## src/rtl/byte_parity_pkg.sv

```systemverilog
// Shared types, widths and the masked-parity helper for the byte parity checker.
package byte_parity_pkg;

    localparam int unsigned DATA_W = 8;
    localparam int unsigned WORD_W = 9;

    typedef enum logic [1:0] {
        S_OK    = 2'd0,
        S_WARN  = 2'd1,
        S_ALARM = 2'd2
    } bpc_state_t;

    // Stage-1 payload: received word plus the mask it was generated with
    typedef struct packed {
        logic [DATA_W-1:0] en;
        logic [WORD_W-1:0] dp;
    } bpc_word_t;

    // Stage-2 payload: checked data and its mismatch flag
    typedef struct packed {
        logic [DATA_W-1:0] data;
        logic              perr;
    } bpc_chk_t;

    function automatic logic parity8(input logic [DATA_W-1:0] d, input logic [DATA_W-1:0] en);
        return ^(d & en);
    endfunction

endpackage

```

## src/rtl/byte_parity_calc.sv

```systemverilog
// Combinational parity recompute over enabled bits and compare with the received parity bit.
module byte_parity_calc
    import byte_parity_pkg::*;
(
    input  logic [WORD_W-1:0] dp,
    input  logic [DATA_W-1:0] en,
    output logic              perr_c
);

    assign perr_c = parity8(dp[DATA_W-1:0], en) ^ dp[WORD_W-1];

endmodule

```

## config.mk

```make
export PLATFORM = sky130hd
export DESIGN_NAME = byte_parity_calc
export DESIGN_NICKNAME = d
export VERILOG_FILES = /design/src/rtl/byte_parity_pkg.sv /design/src/rtl/byte_parity_calc.sv
export SDC_FILE = /design/constraint.sdc
export NUM_CORES = 1
export LEC_CHECK = 0
export CAP_MARGIN = 30
export CORE_AREA = 2 2 39 41
export DETAILED_ROUTE_END_ITERATION = 8
export DIE_AREA = 0 0 41 43
export PLACE_DENSITY_LB_ADDON = 0.1
export SETUP_SLACK_MARGIN = 0.15
export SLEW_MARGIN = 30
export SYNTH_ARGS = -nofsm -noshare
export SYNTH_HDL_FRONTEND = slang
export SYNTH_SLANG_ARGS = --single-unit
```

## constraint.sdc

```tcl
create_clock -name vclk -period 1.18
set_input_delay 0.236 -clock vclk [all_inputs]
set_output_delay 0.236 -clock vclk [all_outputs]
set_load 0.05 [all_outputs]
```

Word-level counts from Yosys, hierarchy flattened. Cells that the tools add are included.

Bitwise operators: 2. Reductions and logical operators: 1.

Operators by type and width (count): $and 8x8->8 (1); $reduce_xor 8->1 (1); $xor 1x1->1 (1).

Word-level logic and storage cells: 3. Flip-flop bits (word level): 0. Input bits: 17.

Depth between registers and ports, before layout.
Word-level depth: 3. Gate-level depth with buffers: 4. Depth with buffers taken out: 4.

Worst setup path after synthesis. No wires, ideal clock.

Kind: input to output. From: input port dp[3]. To: output port perr_c. Arrival time: 1.652 ns. Path buffers: 0. Data required time: 0.944 ns. Path slack: -0.708 ns. Stages: 4. Path through: nand2_1 xnor2_1 xnor3_1 xnor2_1.

Word-level cells in the longest chain between the ends: 3.

Ends and longest elaborated chain: from (decl) (RTL line byte_parity_calc.sv:5) `input logic [WORD_W-1:0] dp,`; $and 8x8->8 (RTL line byte_parity_pkg.sv:26) `return ^(d & en);`; $reduce_xor 8->1 (RTL line byte_parity_pkg.sv:26); $xor 1x1->1 (RTL line byte_parity_calc.sv:10) `assign perr_c = parity8(dp[DATA_W-1:0], en) ^ dp[WORD_W-1];`; to (decl) (RTL line byte_parity_calc.sv:7) `output logic perr_c`.

Every way passes these cells.

Final worst setup path. Same ends and word-level chain as after synthesis.

==> run summary <==
The run finished, with violations left. The final reports fail on setup timing. The smallest clock period supported by the final layout is computed as 1.53 ns. The average cell area after synthesis works out to 7.67 sq um. After the first detailed-routing iteration, the DRC count stood at 0. The number of antenna cells inserted came out at 0. For the number of antenna violations at the first check in global routing, the log shows 0. The number of top-level design ports came out at 18. Summing all non-filler instances in the final layout gives an area of 397 sq um. The worst max-slew margin expressed relative to the limit is 84.0%. For this block, the via count after detailed routing is 164. Peak ir drop on the vdd network: 0.247 mV. The synthesized netlist occupies a cell area of 115 sq um. The period utilization came out at 130%.

The final layout contains a sequential cell count of 0. Counting the clock-network buffers in the layout gives 0. The source of the worst hold timing path was dp[0]. Across all hold checks on the routed design, the worst slack comes to 1.08 ns.

For the final total negative setup slack, the log shows -0.355 ns. The run gives -0.355 ns as the final worst setup slack. For the initial cell density of the core, the log shows 8.32%. The area growth from synthesis to layout is 245%.

The power density relative to cell area works out to 804 mW/mm^2. The top achievable clock speed was 0.652 GHz; the number of stages on the worst hold path was 5. Summed over all layers, the routed wires come to 380 um.

The tools report the static leakage as 0.000208 uW. The final-stage net count is 52. The element type at the critical path end is an output pin.

At the end of routability-driven placement, the weighted congestion stood at 0.553. During synthesis, Yosys emitted a total of 0 warnings. The run gives 175 as the number of global-route vias before repair. The first global-routing pass estimated 558 um of wire. Distinct cell type count of the synthesized netlist: 6. Placeable core region: 0.00138 sq mm. In the final layout, the share of cells above drive strength 1 is 81.8%. In this run, placement finished with an instance count of 49.

The detail-routed net length per standard cell was 7.76 um; the number of buffers inserted by hold repair at cts was 0. Category of the most critical setup path: in2out. The combined flip-flop and latch cell area was 0 sq um. Of the synthesized area, sequential elements account for 0%. For the placed standard-cell area, the log shows 344 sq um.

The logs give 49 for the number of non-filler instances in the completed layout and 0 for the number of pins exceeding their max-slew limit in the final report. The number of endpoints failing setup at the final stage is 1, and the hold violation total from the final report is 0. The y dimension of the die came out at 43 um. In the global route stage, overall resource usage came out at 4.31%. The detailed-routing iteration count for the pre-antenna-repair pass was 1; the floorplan die width was 41 um. The number of nets handed over by synthesis was 32. The run gives 0.00176 sq mm as the total die area. Once the clock tree was built, the setup fixing pass inserted 0 buffers. For this run, design rule violations remaining after detail routing come to 0.

The tools report the critical path startpoint category as a primary input. The pin count of the biggest net entering global routing is 2. The logs give 0 for the total global routing overflow and 14 for the number of placement rows. The detail route stage leaves a number of antenna-violating nets equal to 0. The maximum net fanout on the critical path is 1, and the max-cap violation count is 0. For the pin with the worst max-slew slack, the measured transition is 0.240 ns. The cell count after synthesis came out at 15.

The worst hold path terminates at perr_c. The post-detailed-route via-to-cell ratio is 3.35. For the worst setup path, the data required time is 0.94 ns.

Data on the critical path arrives at its endpoint at 1.30 ns. Buffers placed on the I/O ports in this run total 18. The tightest min-delay check is of the in2out type. Setup repair after global routing could not meet its margin everywhere.
worst max-delay path, stage by stage:
cell and delay [ns]:
sky130_fd_sc_hd__buf_6 0.09, sky130_fd_sc_hd__nand2_4 0.06, sky130_fd_sc_hd__xnor2_2 0.10, sky130_fd_sc_hd__xnor3_2 0.48, sky130_fd_sc_hd__xnor2_4 0.18, sky130_fd_sc_hd__buf_12 0.15
synth_stat cells (all sizes together):
library cell	count	area [sq um]
nand2	8	32.5
xnor2	5	51.3
xnor3	1	22.5
xor2	1	8.76
metrics by stage:
| step | setup slack [ns] | power [uW] | utilization (%) |
|---|---|---|---|
| floorplan | -0.307 | 162 | - |
| global placement | -0.782 | 296 | 24.9 |
| detailed placement | -0.799 | 299 | 24.9 |
| CTS | -0.422 | 308 | 26.3 |
| global route | -0.417 | 334 | 28.7 |
| finish | -0.355 | 319 | 28.7 |
cell type report:
type,instances,area [sq um]
multi-input cells,15,204
well taps,16,20.0
fillers,148,987
repair buffers,18,173
kinds of logic (layout without fill, tap and decap cells):
kind of cell	Yosys count	in the layout	synth area share, %
xor gates and xnor gates	7	7	71.7
buffers and inverters	0	18	0
and+or+nand+nor	8	8	28.3
layer usage:
metal  vias up  global-route usage, %  part of all wire (%)
met5         -                      0                     0
met4         0                      0                     0
met3         0                      0                    16
met2        13                   10.0                    61
met1        70                   3.51                    23
li1         81                      -                     -
placed cells by master, fill, tap and decap left out:
cell / instances
sky130_fd_sc_hd__xnor2_2: 3
sky130_fd_sc_hd__xnor3_2: 1
sky130_fd_sc_hd__dlygate4sd2_1: 4
sky130_fd_sc_hd__xnor2_4: 2
sky130_fd_sc_hd__buf_2: 4
sky130_fd_sc_hd__buf_6: 6
sky130_fd_sc_hd__xor2_2: 1
sky130_fd_sc_hd__dlymetal6s2s_1: 2
sky130_fd_sc_hd__nand2_4: 2
sky130_fd_sc_hd__nand2_2: 6
sky130_fd_sc_hd__buf_12: 1
sky130_fd_sc_hd__clkbuf_2: 1
repair_timing:
action,CTS,global route
cloned,0,0
setup endpoints to repair,1,1
pin swaps,14,6
gates resized for setup,49,13
where the power goes:
| group | internal (uW) | switching, uW | leakage [uW] |
|---|---|---|---|
| registers | 0 | 0 | 0 |
| clock network | 0 | 0 | 0 |
| logic | 184 | 135 | 0.000208 |
| total | 184 | 135 | 0.000208 |
how the worst max path moves through the flow:
stage	to	startpoint	slack, ns
2_1_floorplan	perr_c	dp[3]	-0.31
3_5_place_dp	perr_c	dp[3]	-0.80
3_3_place_gp	perr_c	dp[3]	-0.78
4_1_cts	perr_c	en[4]	-0.42
5_1_grt	perr_c	dp[8]	-0.42
6_report	perr_c	dp[3]	-0.35
Power figures use the tool's default switching activity.
